$ cat config.mk
export PLATFORM = sky130hd
export DESIGN_NAME = voice_demux_flat
export DESIGN_NICKNAME = d
export VERILOG_FILES = /design/src/rtl/voice_demux_pkg.sv /design/src/rtl/voice_demux_if.sv /design/src/rtl/voice_hold_reg.sv /design/src/rtl/voice_demux.sv /design/src/flat_wrapper.sv
export SDC_FILE = /design/constraint.sdc
export NUM_CORES = 1
export LEC_CHECK = 0
export ABC_AREA = 1
export BUFFER_PORTS_ARGS = -buffer_cell sky130_fd_sc_hd__buf_4
export CAP_MARGIN = 30
export CORE_ASPECT_RATIO = 2
export CORE_MARGIN = 10
export CORE_UTILIZATION = 47
export CTS_BUF_LIST = sky130_fd_sc_hd__clkbuf_8
export DETAILED_ROUTE_END_ITERATION = 8
export HOLD_SLACK_MARGIN = 0.08
export PLACE_DENSITY_LB_ADDON = 0.2
export SLEW_MARGIN = 40
export SYNTH_ARGS = -nofsm -noshare
export SYNTH_HDL_FRONTEND = slang
export SYNTH_HIERARCHICAL = 1
export SYNTH_SLANG_ARGS = --single-unit
$ cat constraint.sdc
create_clock -name clk -period 1.3 [get_ports clk]
set_clock_uncertainty 0.15 [all_clocks]
set_input_delay 0.26 -clock clk [delete_from_list [all_inputs] [get_ports clk]]
set_output_delay 0.26 -clock clk [all_outputs]
set_load 0.01 [all_outputs]
$ cat src/rtl/voice_demux_pkg.sv
// Shared constants for the voice demultiplexer: default sizing and the
// encoding of the slot-selection mode input.
package voice_demux_pkg;

    localparam int DEFAULT_M        = 12;
    localparam int DEFAULT_N_VOICES = 4;

    typedef enum logic {
        MODE_EXPLICIT = 1'b0,
        MODE_AUTO     = 1'b1
    } mode_e;

endpackage

$ cat src/rtl/voice_demux_if.sv
// Sample input and held-voice output bundle of the voice demultiplexer.
// The master drives samples and control; the slave (the demux) returns the voices.
interface voice_demux_if
#(
    parameter int M        = voice_demux_pkg::DEFAULT_M,
    parameter int N_VOICES = voice_demux_pkg::DEFAULT_N_VOICES
);
    import voice_demux_pkg::*;

    localparam int SW = (N_VOICES > 1) ? $clog2(N_VOICES) : 1;

    logic                  clr;
    mode_e                 mode;
    logic [N_VOICES-1:0]   voice_en;
    logic                  in_valid;
    logic [SW-1:0]         in_sel;
    logic [M-1:0]          in_data;
    logic [N_VOICES*M-1:0] out_data;
    logic [N_VOICES-1:0]   out_upd;
    logic                  frame_done;
    logic                  sel_err;
    logic [SW-1:0]         slot;

    modport master (
        output clr, mode, voice_en, in_valid, in_sel, in_data,
        input  out_data, out_upd, frame_done, sel_err, slot
    );

    modport slave (
        input  clr, mode, voice_en, in_valid, in_sel, in_data,
        output out_data, out_upd, frame_done, sel_err, slot
    );

endinterface

$ cat src/rtl/voice_hold_reg.sv
// One voice's held sample: an M-bit register loaded only when its write
// enable is high, cleared asynchronously by the active-low reset.
module voice_hold_reg
    import voice_demux_pkg::*;
#(
    parameter int M = DEFAULT_M
)
(
    input  logic         clk,
    input  logic         rst_n,
    input  logic         we_i,
    input  logic [M-1:0] d_i,
    output logic [M-1:0] q_o
);

    logic [M-1:0] data_q;

    always_ff @(posedge clk or negedge rst_n) begin
        if (!rst_n) begin
            data_q <= '0;
        end else if (we_i) begin
            data_q <= d_i;
        end
    end

    assign q_o = data_q;

endmodule

$ cat src/rtl/voice_demux.sv
// Routes a sample stream to N_VOICES held outputs, either by explicit select
// or round-robin, and flags when every enabled voice has been refreshed.
module voice_demux
    import voice_demux_pkg::*;
#(
    parameter int M        = DEFAULT_M,
    parameter int N_VOICES = DEFAULT_N_VOICES
)
(
    input  logic         clk,
    input  logic         rst_n,
    voice_demux_if.slave bus
);

    localparam int SW = (N_VOICES > 1) ? $clog2(N_VOICES) : 1;

    mode_e               mode_q;
    logic [SW-1:0]       slot_q, slot_d;
    logic [N_VOICES-1:0] seen_q, seen_d;
    logic [N_VOICES-1:0] upd_q, upd_d;
    logic                frameDone_q, frameDone_d;
    logic                selErr_q, selErr_d;

    logic                modeChange;
    logic [SW-1:0]       slotEff;
    logic [SW-1:0]       target;
    logic                inRange;
    logic                accept;
    logic [N_VOICES-1:0] seenEff;
    logic [N_VOICES-1:0] covered;
    logic [M-1:0]        holdQ [N_VOICES];

    // A mode switch restarts both the round-robin and the frame from scratch
    // in the same cycle, so the sample arriving with it already sees slot 0.
    always_comb begin
        modeChange  = (bus.mode != mode_q);
        slotEff     = modeChange ? '0 : slot_q;
        seenEff     = modeChange ? '0 : seen_q;
        target      = (bus.mode == MODE_AUTO) ? slotEff : bus.in_sel;
        inRange     = (int'(target) < N_VOICES);
        upd_d       = '0;
        for (int k = 0; k < N_VOICES; k++) begin
            upd_d[k] = bus.in_valid && !bus.clr && (int'(target) == k) && bus.voice_en[k];
        end
        accept      = |upd_d;
        covered     = seenEff | upd_d;
        frameDone_d = accept && (bus.voice_en != '0)
                      && ((covered & bus.voice_en) == bus.voice_en);
        selErr_d    = bus.in_valid && !bus.clr && (bus.mode == MODE_EXPLICIT) && !inRange;

        seen_d = covered;
        if (bus.clr || frameDone_d) begin
            seen_d = '0;
        end

        slot_d = slotEff;
        if (bus.clr) begin
            slot_d = '0;
        end else if ((bus.mode == MODE_AUTO) && bus.in_valid) begin
            slot_d = (int'(slotEff) == N_VOICES - 1) ? '0 : slotEff + SW'(1);
        end
    end

    always_ff @(posedge clk or negedge rst_n) begin
        if (!rst_n) begin
            mode_q      <= MODE_EXPLICIT;
            slot_q      <= '0;
            seen_q      <= '0;
            upd_q       <= '0;
            frameDone_q <= 1'b0;
            selErr_q    <= 1'b0;
        end else begin
            mode_q      <= bus.mode;
            slot_q      <= slot_d;
            seen_q      <= seen_d;
            upd_q       <= upd_d;
            frameDone_q <= frameDone_d;
            selErr_q    <= selErr_d;
        end
    end

    for (genvar k = 0; k < N_VOICES; k++) begin : gVoice
        voice_hold_reg #(.M(M)) uHold (
            .clk   (clk),
            .rst_n (rst_n),
            .we_i  (upd_d[k]),
            .d_i   (bus.in_data),
            .q_o   (holdQ[k])
        );
    end

    always_comb begin
        bus.out_data = '0;
        for (int k = 0; k < N_VOICES; k++) begin
            bus.out_data[k*M +: M] = holdQ[k];
        end
    end

    assign bus.out_upd    = upd_q;
    assign bus.frame_done = frameDone_q;
    assign bus.sel_err    = selErr_q;
    assign bus.slot       = slot_q;

endmodule

$ cat src/flat_wrapper.sv
// flat-port wrapper written by rule: the top's interface ports become plain ports
module voice_demux_flat import voice_demux_pkg::*;
#(
    parameter int M        = DEFAULT_M,
    parameter int N_VOICES = DEFAULT_N_VOICES
)
  (clk, rst_n, bus_clr, bus_mode, bus_voice_en, bus_in_valid, bus_in_sel, bus_in_data, bus_out_data, bus_out_upd, bus_frame_done, bus_sel_err, bus_slot);
  voice_demux_if #(.M(M), .N_VOICES(N_VOICES)) bus_i ();
  input  logic clk;
  input  logic rst_n;
  input wire logic [$bits(bus_i.clr)-1:0] bus_clr;
  input wire logic [$bits(bus_i.mode)-1:0] bus_mode;
  input wire logic [$bits(bus_i.voice_en)-1:0] bus_voice_en;
  input wire logic [$bits(bus_i.in_valid)-1:0] bus_in_valid;
  input wire logic [$bits(bus_i.in_sel)-1:0] bus_in_sel;
  input wire logic [$bits(bus_i.in_data)-1:0] bus_in_data;
  output wire logic [$bits(bus_i.out_data)-1:0] bus_out_data;
  output wire logic [$bits(bus_i.out_upd)-1:0] bus_out_upd;
  output wire logic [$bits(bus_i.frame_done)-1:0] bus_frame_done;
  output wire logic [$bits(bus_i.sel_err)-1:0] bus_sel_err;
  output wire logic [$bits(bus_i.slot)-1:0] bus_slot;
  assign bus_i.clr = bus_clr;
  assign bus_i.mode = bus_mode;
  assign bus_i.voice_en = bus_voice_en;
  assign bus_i.in_valid = bus_in_valid;
  assign bus_i.in_sel = bus_in_sel;
  assign bus_i.in_data = bus_in_data;
  assign bus_out_data = bus_i.out_data;
  assign bus_out_upd = bus_i.out_upd;
  assign bus_frame_done = bus_i.frame_done;
  assign bus_sel_err = bus_i.sel_err;
  assign bus_slot = bus_i.slot;
  voice_demux #(.M(M), .N_VOICES(N_VOICES)) u_core (.clk(clk), .rst_n(rst_n), .bus(bus_i));
endmodule
=== After elaboration in Yosys (flattened, before gate mapping) ===
Cells that the tools add are included.

* Output and inout bits: 56
* Flip-flop bits (word level): 60
* Logic and storage cells: 42
* Input bits: 23

* Equal/unequal tests: 6
* Muxes and demuxes: 7
* Reduce and logical (&&, ||, !) cells: 17
* Bitwise gates (word level): 2
* Add/subtract/negate cells: 1

{| class="wikitable"
|+ Operator list
! cell !! number
|-
| 1-bit logical AND || 12
|-
| 2-bit two-way mux || 5
|-
| 4-bit two-way mux || 2
|-
| 4-bit bitwise AND || 1
|-
| 2-bit by 1-bit == test with 1-bit output (second input constant) || 2
|-
| 2-bit == test (second input constant) || 2
|-
| 4-bit == test || 1
|-
| 4-bit bitwise OR || 1
|-
| 4-bit nonzero test || 1
|-
| 4-bit OR reduction || 1
|-
| 2-bit by 1-bit adder with 2-bit output (second input constant) || 1
|-
| 2-bit zero test || 1
|-
| 1-bit zero test || 1
|-
| 1-bit logical OR || 1
|-
| 1-bit inequality test || 1
|}

=== Logic depth before layout (Yosys ltp) ===
Gate-level depths: netlist of the first run.

* Depth after elaboration: 12
* Mapped depth: 11
* Depth with buffers taken out: 11

=== Cells and area by module ===
The synthesis of the first run kept the hierarchy.

{| class="wikitable"
|+ Modules (own cells, without submodules)
! module !! sequential area each (um2) !! cells an instance !! instances !! area an instance (um2)
|-
| voice_hold_reg || 300.3 || 51 || 4 || 457.9
|-
| voice_demux || 300.3 || 83 || 1 || 626.9
|}

=== Worst setup path after synthesis of the first run ===
No wires, ideal clock.

* Path type: register to register
* Start: reg u_core.slot_q[1] (netlist: u_core/bus.slot[1])
* End: reg u_core.gVoice[0].uHold.data_q[0]
* Required time: 1.033 ns
* Path slack: -0.125 ns
* Period minus slack after synthesis: 1.425 ns
* Arrival: 1.158 ns
* Buffers on the path: 1
* Library setup time: 0.117 ns
* Stages on the path, launching flop included: 10
* Cells stage by stage: dfrtp_1 nand3_1 nand2_2 nor2_1 nand2_1 inv_1 inv_2 buf_6 nand2_1 nand2_1

* Cells in the longest elaborated chain, start to end: 5

{| class="wikitable"
|+ RTL lines
! what !! RTL line !! source
|-
| start: declaration || voice_demux.sv:18 || <nowiki>logic [SW-1:0] slot_q, slot_d;</nowiki>
|-
| start signal: assignment || voice_demux.sv:74 || <nowiki>slot_q <= slot_d;</nowiki>
|-
| 2-bit two-way mux || voice_demux.sv:37 || <nowiki>slotEff = modeChange ? '0 : slot_q;</nowiki>
|-
| 2-bit two-way mux || voice_demux.sv:39 || <nowiki>target = (bus.mode == MODE_AUTO) ? slotEff : bus.in_sel;</nowiki>
|-
| 2-bit zero test || voice_demux.sv:43 || <nowiki>upd_d[k] = bus.in_valid && !bus.clr && (int'(target) == k) && bus.voice_en[k];</nowiki>
|-
| 1-bit logical AND (2 in a row) || voice_demux.sv:43 ||
|-
| via u_core.upd_d[0] || voice_demux.sv:20 || <nowiki>logic [N_VOICES-1:0] upd_q, upd_d;</nowiki>
|-
| end signal: assignment || voice_hold_reg.sv:22 || <nowiki>data_q <= d_i;</nowiki>
|-
| end: declaration || voice_hold_reg.sv:16 || <nowiki>logic [M-1:0] data_q;</nowiki>
|}

The timed path passes the listed nets, and every way through them passes these cells.
A chain may end at the register's enable or synchronous reset.

=== Worst setup path after layout of the first run ===
* Start: reg u_core.mode_q
* End: reg u_core.seen_q[0]

* Cells in the longest elaborated chain, start to end: 12
* Elaborated cells between the ends (all ways): 24
* Classes of those cells: eq/ne: 5; mux: 4; bitwise: 2; reduce/logical: 13

{| class="wikitable"
|+ RTL lines
! what !! RTL line !! source
|-
| start: declaration || voice_demux.sv:17 || <nowiki>mode_e mode_q;</nowiki>
|-
| start signal: assignment || voice_demux.sv:73 || <nowiki>mode_q <= bus.mode;</nowiki>
|-
| 1-bit inequality test * || voice_demux.sv:36 || <nowiki>modeChange = (bus.mode != mode_q);</nowiki>
|-
| 2-bit two-way mux * || voice_demux.sv:37 ||
|-
| 2-bit two-way mux * || voice_demux.sv:39 ||
|-
| 2-bit zero test * || voice_demux.sv:43 ||
|-
| 1-bit logical AND * (2 in a row) || voice_demux.sv:43 ||
|-
| via u_core.upd_d[0] || voice_demux.sv:20 ||
|-
| 4-bit bitwise OR || voice_demux.sv:46 || <nowiki>covered = seenEff | upd_d;</nowiki>
|-
| 4-bit bitwise AND || voice_demux.sv:48 || <nowiki>&& ((covered & bus.voice_en) == bus.voice_en);</nowiki>
|-
| 4-bit == test || voice_demux.sv:48 ||
|-
| 1-bit logical AND || voice_demux.sv:48 ||
|-
| 1-bit logical OR || voice_demux.sv:52 || <nowiki>if (bus.clr || frameDone_d) begin</nowiki>
|-
| 4-bit two-way mux * || voice_demux.sv:52 ||
|-
| via u_core.seen_d[0] || voice_demux.sv:19 || <nowiki>logic [N_VOICES-1:0] seen_q, seen_d;</nowiki>
|-
| end signal: assignment || voice_demux.sv:75 || <nowiki>seen_q <= seen_d;</nowiki>
|-
| end: declaration || voice_demux.sv:19 ||
|}

The timed path passes the listed nets; every way through them passes the cells marked *.

==> results of run 1 <==
## through the flow
step | cells | hold slack, ps | util (%) | setup WS, ps | instance area, um2
5_1_grt | 492 | 144 | 83.1 | -361 | 4230
6_report | 492 | 105 | 83.1 | -278 | 4230
3_3_place_gp | 430 | 23.2 | 63.2 | -242 | 3220
2_1_floorplan | 287 | -186 | - | -90.4 | 2460
4_1_cts | 468 | 109 | 75.0 | -202 | 3820
3_5_place_dp | 430 | 28.6 | 63.2 | -283 | 3220
## state kept, by name (all words and copies together) (netlist names)
name and flops:
u_core/gVoice.uHold/q_o 48, u_core/bus.frame_done 1, u_core/mode_q 1, u_core/bus.out_upd 4, u_core/seen_q 4, u_core/bus.slot 2
## cells by family after synthesis
| kind of cell | after synthesis | synth area share [%] |
|---|---|---|
| other cells | 1 | 0.153 |
| compound gates | 8 | 1.78 |
| simple gates | 185 | 30.0 |
| flops | 60 | 61.1 |
| buf+inv | 33 | 7.02 |
## routing by layer
layer	part of all wire (%)	global-route usage, %
met5	0	0
met4	2.7	8.64
met3	5.9	5.65
met2	58	32.5
met1	34	17.3
## layout make-up
type                    count  area, um2  share of cell area, %
multi-input cells         194        930                   22.0
clock inverters             7        115                   2.72
well taps                  58       72.6                   1.72
clock buffers               9        124                   2.93
repair buffers            140       1360                   32.2
flip-flops and latches     60       1500                   35.5
inverters                  24        128                   3.02
## synth_stat cells
library cell,instances
a31oi_1,1
nor2_1,14
inv_2,6
conb_1,1
nand2_2,4
nand2_1,158
nor2_2,1
nand3_2,4
buf_4,5
buf_6,4
o211ai_1,1
a21oi_1,4
dfrtp_1,60
o21ai_0,2
inv_1,18
nand3_1,4
## final timing paths
| path | start | end | slack, ps | cells after the start |
|---|---|---|---|---|
| setup / recovery | u_core/mode_q | u_core/seen_q[0] | -280 | 9 |
| max in group asynchronous | rst_n | u_core/gVoice[1].uHold/q_o[10] | 360 | 3 |
| min in group asynchronous | rst_n | u_core/gVoice[2].uHold/q_o[7] | 220 | 2 |
| hold reg to reg | u_core/gVoice[2].uHold/q_o[11] | u_core/gVoice[2].uHold/q_o[11] | 340 | 2 |
| setup reg to reg | u_core/mode_q | u_core/seen_q[0] | -280 | 9 |
| hold / removal | bus_in_valid | u_core/bus.slot[0] | 100 | 4 |
## repair_timing
item | CTS | global route
gates resized for setup | 50 | 58
pin swaps | 18 | 13
setup buffers | 8 | 24
endpoints found under the hold margin | 109 | 0
hold buffers | 14 | 0
endpoints found under the setup margin | 69 | 103
gates cloned | 0 | 1
## where the power goes
part / switching [mW] / internal [mW] / total [mW]
clock network: 0.739 / 1.26 / 2.00
logic: 0.712 / 0.979 / 1.69
registers: 0.231 / 2.19 / 2.42
total: 1.68 / 4.43 / 6.11
## worst register-to-register path: cells and delay by family, from the launching register on
kind,cells,cell delay [ps]
buffers and inverters,3,310
flip-flops,1,410
AND/OR/NAND/NOR,5,460
AO/OA/AOI/OAI,1,130
==> metrics.md, run 1 <==
| Metric | Value |
|---|---|
| CP Class | reg -> reg |
| Critical path cell sequence | nand3_2, nand2_4, nor2_4, nand2_2, buf_4, inv_6, buf_12, a21oi_1, nor2_1 |
| Nets@finish | ~450 |
| Antenna viol nets, final | 0 |
| Total number of H-tree levels | 3 |
| P_leak | 2.35 nW |
| Pin count of the biggest net entering global routing | 24 |
| Clock tree buffer depth | 2 |
| F_max | 0.634 GHz |
| Final slew viol count | 0 |
| Period utilisation layout | 121% |
| Residual DRC | 0 |
| Critical Path AT | 1660 ps |
| I/O pins | 79 |
| Req. time, crit path | 1380 ps |
| CTS tree | yes |
| Number of max-cap violations | 0 |
| Via count | 2399 |
| Post-Syn Area | 2460 um2 |
| Clock Latency Late Sink | 340 ps |
| Synth Net Count | slightly above 300 |
| Slowest stage delay, CP | 410 ps |
| DP HPWL | 5.38 mm |
| CTS Root Cell | clkbuf_8 |
| VDD IR max | 1.25 mV |
| CTS Buf Count | 9 |
| Clk slew on worst S/H paths | 70 ps |
| Core region area | approximately 5100 um2 |
| Synth area leaders | dfrtp_1, nand2_1, inv_1 |
| Initial Util | 48.3% |
| Avg Inst Size Synth | 8.57 um2 |
| Bufs and invs on worst path | 3 |
| Final Power | 6.11 mW |
| Final WL | 8.06 mm |
| Synthesized flop and latch total | 60 |
| Layout cells sized above 1 | between 40 and 50% |
| Worst path top cell family by delay | simple AND/OR/NAND/NOR gates |
| Unrepaired setup endpoints after global routing | yes |
| Min Tclk post-route | 1580 ps |
| Wirelength per Cell | 16.4 um |
| DRT iter0 DRCs | a little over 200 |
| Die area | 8700 um2 |
| Setup TNS | -8920 ps |
| Die width | 71.1 um |
| Most common cell after layout, fill and taps aside | nand2_1 |
| Post-synth top area share | 61.1% |
| Drt first pass iters | 4 |
| Antenna Diode Count | 0 |
| Slowest CP cell | dfrtp_1 |
| Setup ws final | -278 ps |
| Sequential fraction of the synthesis area | about three fifths |
| CP endpoint kind | register |
| Chip Height | 122 um |
| Final Hold Fails | 0 |
| Std cell rows | 37 |
| Warnings from Yosys | 6 |
| Sink Count | 60 |
| Worst hold-check path type | in -> reg |
| Highest-count cells in the layout ignoring fill and taps | nand2_1, buf_4, dfrtp_1, buf_6, nand2_2 |
| Status | finished with violations |
| Via density | 4.88 |
| Initial antenna violation count | 0 |
| Pwr dens | ~1400 nW/um2 |
| Fillers | 321 |
| Cell taking the most area after synthesis | dfrtp_1 |
| Gr usage total | roughly 18% |
| Crit-path max FO | 4 |
| Port Buffer Count | 77 |
| # setup viols final | just over 60 |
| Grt total ovfl | 0 |
| Routability cong. | 0.864 |
| Netlist cell types | 16 |
| Setup crit start kind | register |
| Gate Count Post-Synth | 287 |
| P&R area growth vs syn | 72.1% |
| First-pass GRT wire length | roughly 12 mm |
| Violated checks | negative setup slack |
| Vias in the first global route | approximately 2400 |
(Power assumes the default switching activity.)
==> inputs of run 2 (changes only) <==
--- a/config.mk
+++ b/config.mk
@@ -9,12 +9,12 @@
 export BUFFER_PORTS_ARGS = -buffer_cell sky130_fd_sc_hd__buf_4
 export CAP_MARGIN = 30
 export CORE_ASPECT_RATIO = 2
-export CORE_MARGIN = 10
 export CORE_UTILIZATION = 47
 export CTS_BUF_LIST = sky130_fd_sc_hd__clkbuf_8
 export DETAILED_ROUTE_END_ITERATION = 8
 export HOLD_SLACK_MARGIN = 0.08
 export PLACE_DENSITY_LB_ADDON = 0.2
+export SETUP_SLACK_MARGIN = 0.4
 export SLEW_MARGIN = 40
 export SYNTH_ARGS = -nofsm -noshare
 export SYNTH_HDL_FRONTEND = slang
==> run 2 against run 1 <==
Effect of this change:
- the run ends with negative hold slack, negative setup slack left
- non-clock buffer count stayed put
- maximum frequency is 0.99% lower
- core utilization is 1.5 points higher
- sequential share of layout area is 0.38 points higher
- clock power is 15% lower
- power is 1.4% lower
- first-iteration DRC count is 42% lower
- die area is 36% lower
- sequential cell count stayed put
- setup slack worse by 16 ps
==> metrics.md, run 2 (same netlist as run 1, synthesis figures left out) <==
| Metric | Value |
|---|---|
| Die area | 5540 um2 |
| # setup viols final | 62 |
| RR Startpoint | u_core/mode_q |
| Final slew viol count | 0 |
| CP Class | reg -> reg |
| Final WL | between 8 and 9 mm |
| R2R cell count | 9 |
| Final Hold Fails | 44 |
| Initial Util | 49.6% |
| Core region area | around 5000 um2 |
| Slowest stage delay, CP | 460 ps |
| P_leak | 2.36 nW |
| Port Buffer Count | 77 |
| Status | finished with violations |
| Drt first pass iters | 4 |
| Critical Path AT | 1660 ps |
| Hold WS | -317 ps |
| Nets@finish | 452 |
| CTS Root Cell | clkbuf_8 |
| Wirelength per Cell | 17.0 um |
| Worst hold-check path type | in -> async |
| Bufs and invs on worst path | 1 |
| Gr usage total | 28.1% |
| Unrepaired setup endpoints after global routing | yes |
| Vias in the first global route | 2387 |
| Via density | just over 5 |
| Std cell rows | 36 |
| Via count | 2468 |
| DP HPWL | 4.71 mm |
| DRT iter0 DRCs | 120 |
| CP endpoint kind | register |
| Residual DRC | 0 |
| Crit-path max FO | 4 |
| P&R area growth vs syn | 70.4% |
| R2R setup slack | -290 ps |
| Routability cong. | approximately 0.75 |
| CP dominant cell by count | nand2_1 |
| # hold bufs at CTS | 1 |
| I/O pins | 79 |
| Max reg flops | 48 |
| Period utilisation layout | 123% |
| Clk slew on worst S/H paths | about 70 ps |
| Critical path cell sequence | nand3_4, nand2_4, nand3_2, o211ai_1, nand2_1, inv_1, nand2_1, nand2_2, nor2_1 |
| Layout cells sized above 1 | approximately half |
| Worst path top cell family by delay | simple AND/OR/NAND/NOR gates |
| Clock Latency Late Sink | between 300 and 400 ps |
| Initial antenna violation count | 0 |
| Pin count of the biggest net entering global routing | 28 |
| Chip Height | between 100 and 150 um |
| Most common cell after layout, fill and taps aside | nand2_1 |
| Clock tree buffer depth | 2 |
| First-pass GRT wire length | about 11 mm |
| FF-to-FF End | u_core/seen_q[3] |
| Req. time, crit path | 1370 ps |
| VDD IR max | 1.19 mV |
| Antenna Diode Count | 0 |
| Number of max-cap violations | 0 |
| Total number of H-tree levels | 3 |
| Setup TNS | -10130 ps |
| Setup crit start kind | register |
| Sink Count | 60 |
| Antenna viol nets, final | 0 |
| Min Tclk post-route | 1590 ps |
| Violated checks | negative hold slack, negative setup slack |
| CTS tree | yes |
| F_max | 0.627 GHz |
| CTS Buf Count | 9 |
| Slowest CP cell | dfrtp_2 |
| Die width | 53.1 um |
| Grt total ovfl | 0 |
| Pwr dens | around 1400 nW/um2 |
| Setup ws final | -294 ps |
| Highest-count cells in the layout ignoring fill and taps | nand2_1, buf_4, buf_6, dfrtp_1, nand2_2 |
==> run 2: stage by stage <==
stage               util [%]  setup WS (ps)  instance area (um2)  power [mW]  cells
finish                  84.5           -294                 4190        6.02    491
global route            84.5           -358                 4190        6.27    491
CTS                     77.9           -187                 3860        5.71    472
detailed placement      65.0           -239                 3220        3.59    433
global placement        65.0           -170                 3220        3.54    433
floorplan                  -          -90.4                 2470        2.84    287
==> run 2: worst max path at each step <==
| stage | from | to | slack, ps | cells after the start |
|---|---|---|---|---|
| after floorplan | u_core/bus.slot[1] | u_core/seen_q[0] | -90 | 10 |
| after global placement | bus_clr | u_core/seen_q[1] | -170 | 11 |
| after detailed placement | bus_clr | u_core/seen_q[0] | -240 | 11 |
| after CTS | u_core/mode_q | u_core/seen_q[3] | -190 | 9 |
| after global routing | u_core/mode_q | u_core/seen_q[3] | -360 | 10 |
| final | u_core/mode_q | u_core/seen_q[3] | -290 | 9 |
==> run 2: layer usage <==
| layer | part of all wire, % | GRT usage, % |
|---|---|---|
| met5 | 0 | 0 |
| met4 | 5.0 | 15.6 |
| met3 | 5.4 | 7.46 |
| met2 | 57 | 50.4 |
| met1 | 33 | 26.8 |
==> run 2: power breakdown <==
part,internal (mW),switching [mW],leakage [nW]
clock network,0.976,0.731,0.107
registers,2.19,0.270,0.779
logic,1.09,0.767,1.48
total,4.26,1.77,2.36
==> run 2: final cells by class <==
class | count | area [um2]
clock buffer | 11 | 151
clock inverter | 5 | 51.3
fill | 263 | 766
inverter | 24 | 123
multi-input combinational | 194 | 957
sequential | 60 | 1500
tap | 57 | 71.3
timing repair buffer | 140 | 1330
==> run 2: worst reg2reg max path, stage by stage (launching register included) <==
cell and delay [ps]:
dfrtp_2 460, nand3_4 120, nand2_4 130, nand3_2 130, o211ai_1 130, nand2_1 70, inv_1 50, nand2_1 70
nand2_2 100, nor2_1 60
==> run 2: timing repair <==
item | 4_1_cts | 5_1_grt
setup buffers | 22 | 19
setup endpoints to repair | 114 | 114
resized for setup | 73 | 55
pin swaps | 8 | 14
endpoints found under the hold margin | 109 | 104
==> inputs of run 3 (changes only) <==
--- a/config.mk
+++ b/config.mk
@@ -9,13 +9,13 @@
 export BUFFER_PORTS_ARGS = -buffer_cell sky130_fd_sc_hd__buf_4
 export CAP_MARGIN = 30
 export CORE_ASPECT_RATIO = 2
-export CORE_UTILIZATION = 47
-export CTS_BUF_LIST = sky130_fd_sc_hd__clkbuf_8
+export CORE_UTILIZATION = 50
+export CTS_BUF_LIST = sky130_fd_sc_hd__clkbuf_4 sky130_fd_sc_hd__clkbuf_8
 export DETAILED_ROUTE_END_ITERATION = 8
 export HOLD_SLACK_MARGIN = 0.08
 export PLACE_DENSITY_LB_ADDON = 0.2
 export SETUP_SLACK_MARGIN = 0.4
-export SLEW_MARGIN = 40
+export SLEW_MARGIN = 15
 export SYNTH_ARGS = -nofsm -noshare
 export SYNTH_HDL_FRONTEND = slang
 export SYNTH_HIERARCHICAL = 1
==> constraint.sdc (replaced) <==
create_clock -name clk -period 1.74 [get_ports clk]
set_clock_uncertainty 0.15 [all_clocks]
set_input_delay 0.348 -clock clk [delete_from_list [all_inputs] [get_ports clk]]
set_output_delay 0.348 -clock clk [all_outputs]
set_load 0.01 [all_outputs]
==> run 3 against run 2 <==
Effect of this change:
- the run now ends clean
- largest power group unchanged
- sequential power is 26% lower
- first-iteration DRC count is 23% lower
- register-to-register slack better by 430 ps
- power is 26% lower
==> metrics.md, run 3 (same netlist as run 1, synthesis figures left out) <==
| Metric | Value |
|---|---|
| R2R cell count | 9 |
| DP HPWL | 4.47 mm |
| Highest-count cells in the layout ignoring fill and taps | nand2_1, buf_4, buf_6, dfrtp_1 |
| Nets@finish | 442 |
| Via count | roughly 2400 |
| CTS tree | yes |
| Critical Path AT | 1730 ps |
| CTS Root Cell | clkbuf_8 |
| Die width | about 52 um |
| Routability cong. | roughly 0.8 |
| Hold Path Cell Cnt | 3 |
| Initial Util | 53.0% |
| Clock tree buffer depth | 2 |
| Wirelength per Cell | 16.7 um |
| P_leak | 2.26 nW |
| Min Tclk post-route | ~1600 ps |
| P&R area growth vs syn | 65.2% |
| Pin count of the biggest net entering global routing | 61 |
| Area occupied by multi-input gates | ~930 um2 |
| Setup TNS | 0 ps |
| R2R setup slack | ~130 ps |
| Port Buffer Count | 77 |
| Antenna viol nets, final | 0 |
| Total number of H-tree levels | 3 |
| Vias in the first global route | 2240 |
| Via density | 5.04 |
| Drt first pass iters | 5 |
| Dpl ws | 126 ps |
| Hold WS | 104 ps |
| Clock Latency Late Sink | 340 ps |
| VDD IR max | 1.23 mV |
| Chip Height | 101 um |
| I/O pins | 79 |
| Residual DRC | 0 |
| Initial antenna violation count | 0 |
| Antenna Diode Count | 0 |
| Dpl cells | 415 |
| Number of max-cap violations | 0 |
| Placed Area | 3080 um2 |
| Worst hold-check path type | in -> reg |
| Unrepaired setup endpoints after global routing | yes |
| First-pass GRT wire length | 10.4 mm |
| F_max | a little over 0.6 GHz |
| Final Power | 4.47 mW |
| Layout cells sized above 1 | 44.8% |
| Setup ws final | 135 ps |
| Clk slew on worst S/H paths | 70 ps |
| Status | completed |
| RR Startpoint | u_core/mode_q |
| DRT iter0 DRCs | a little over 90 |
| Period utilisation layout | 92.3% |
| Std cell rows | 35 |
| Final cell count without fillers | 479 |
| WHS Endpoint | u_core/gVoice[3].uHold/q_o[8] |
| CP Class | reg -> reg |
| Grt total ovfl | 0 |
| # setup viols final | 0 |
| CP endpoint kind | register |
| Most common cell after layout, fill and taps aside | nand2_1 |
| Req. time, crit path | 1860 ps |
| FF-to-FF End | u_core/gVoice[0].uHold/q_o[0] |
| Pwr dens | around 1100 nW/um2 |
| Final Instance Area | 4060 um2 |
| Reg area | about 1500 um2 |
| Max reg flops | between 40 and 50 |
| Sink Count | 60 |
| Setup crit start kind | register |
| Core region area | 4640 um2 |
| Final WL | 7.99 mm |
| Fillers | 224 |
| Final Hold Fails | 0 |
| Crit-path max FO | 8 |
| CTS Buf Count | 9 |
| Gr usage total | between 20% and 30% |
| Final Util | 87.5% |
| Hold Crit Start | bus_in_data[8] |
| Die area | approximately 5200 um2 |
| Final slew viol count | 0 |
[run 3: cell types whose count changed in the layout (fill, tap and decap cells not counted), sizes merged]
cell         before  now
buf             139  128
dlygate4sd3       1    2
clkinv            3    2
clkbuf           11   12
[run 3: metal layers]
layer	share of wire [%]	up-vias	global-route usage, %	wire length, um
li1	-	1121	-	-
met1	31	1158	27.0	2450
met2	59	106	53.7	4670
met3	5.1	28	7.06	410
met4	5.6	0	16.6	451
met5	0	-	0	0
[run 3: report_power, final]
part / internal [mW] / switching (mW) / total, mW
clock network: 0.750 / 0.534 / 1.28
logic: 0.793 / 0.566 / 1.36
registers: 1.64 / 0.196 / 1.83
total: 3.18 / 1.29 / 4.47
[run 3: critical path, stage by stage (launching register included)]
cell     delay, ps
dfrtp_2        450
nand3_2        110
nand2_4        100
nor2_4         110
nand2_4         70
buf_4          160
inv_8           80
buf_8          130
nand2_1         70
nand2_1         90
[run 3: layout make-up]
type	count	share of cell area (%)
multi-input cells	194	22.8
inverters	24	3.14
clock inverters	4	1.17
well taps	55	1.69
clock buffers	12	3.91
repair buffers	130	30.3
flip-flops and latches	60	37.0
[run 3: worst max-delay path by stage]
stage	slack, ps	from	endpoint	cells past startpoint
detailed placement	130	bus_clr	u_core/seen_q[2]	11
finish	130	u_core/mode_q	u_core/gVoice[0].uHold/q_o[0]	9
floorplan	350	u_core/bus.slot[1]	u_core/seen_q[0]	10
CTS	260	u_core/mode_q	u_core/seen_q[3]	10
global placement	150	bus_clr	u_core/seen_q[2]	11
global route	60	u_core/bus.slot[0]	u_core/seen_q[3]	10
[run 3: timing repair]
item,CTS,global route
buffers inserted,23,22
pin swaps,2,10
setup endpoints to repair,107,109
endpoints found under the hold margin,61,0
gates resized for setup,63,53
hold buffers,2,0
cloned,0,1
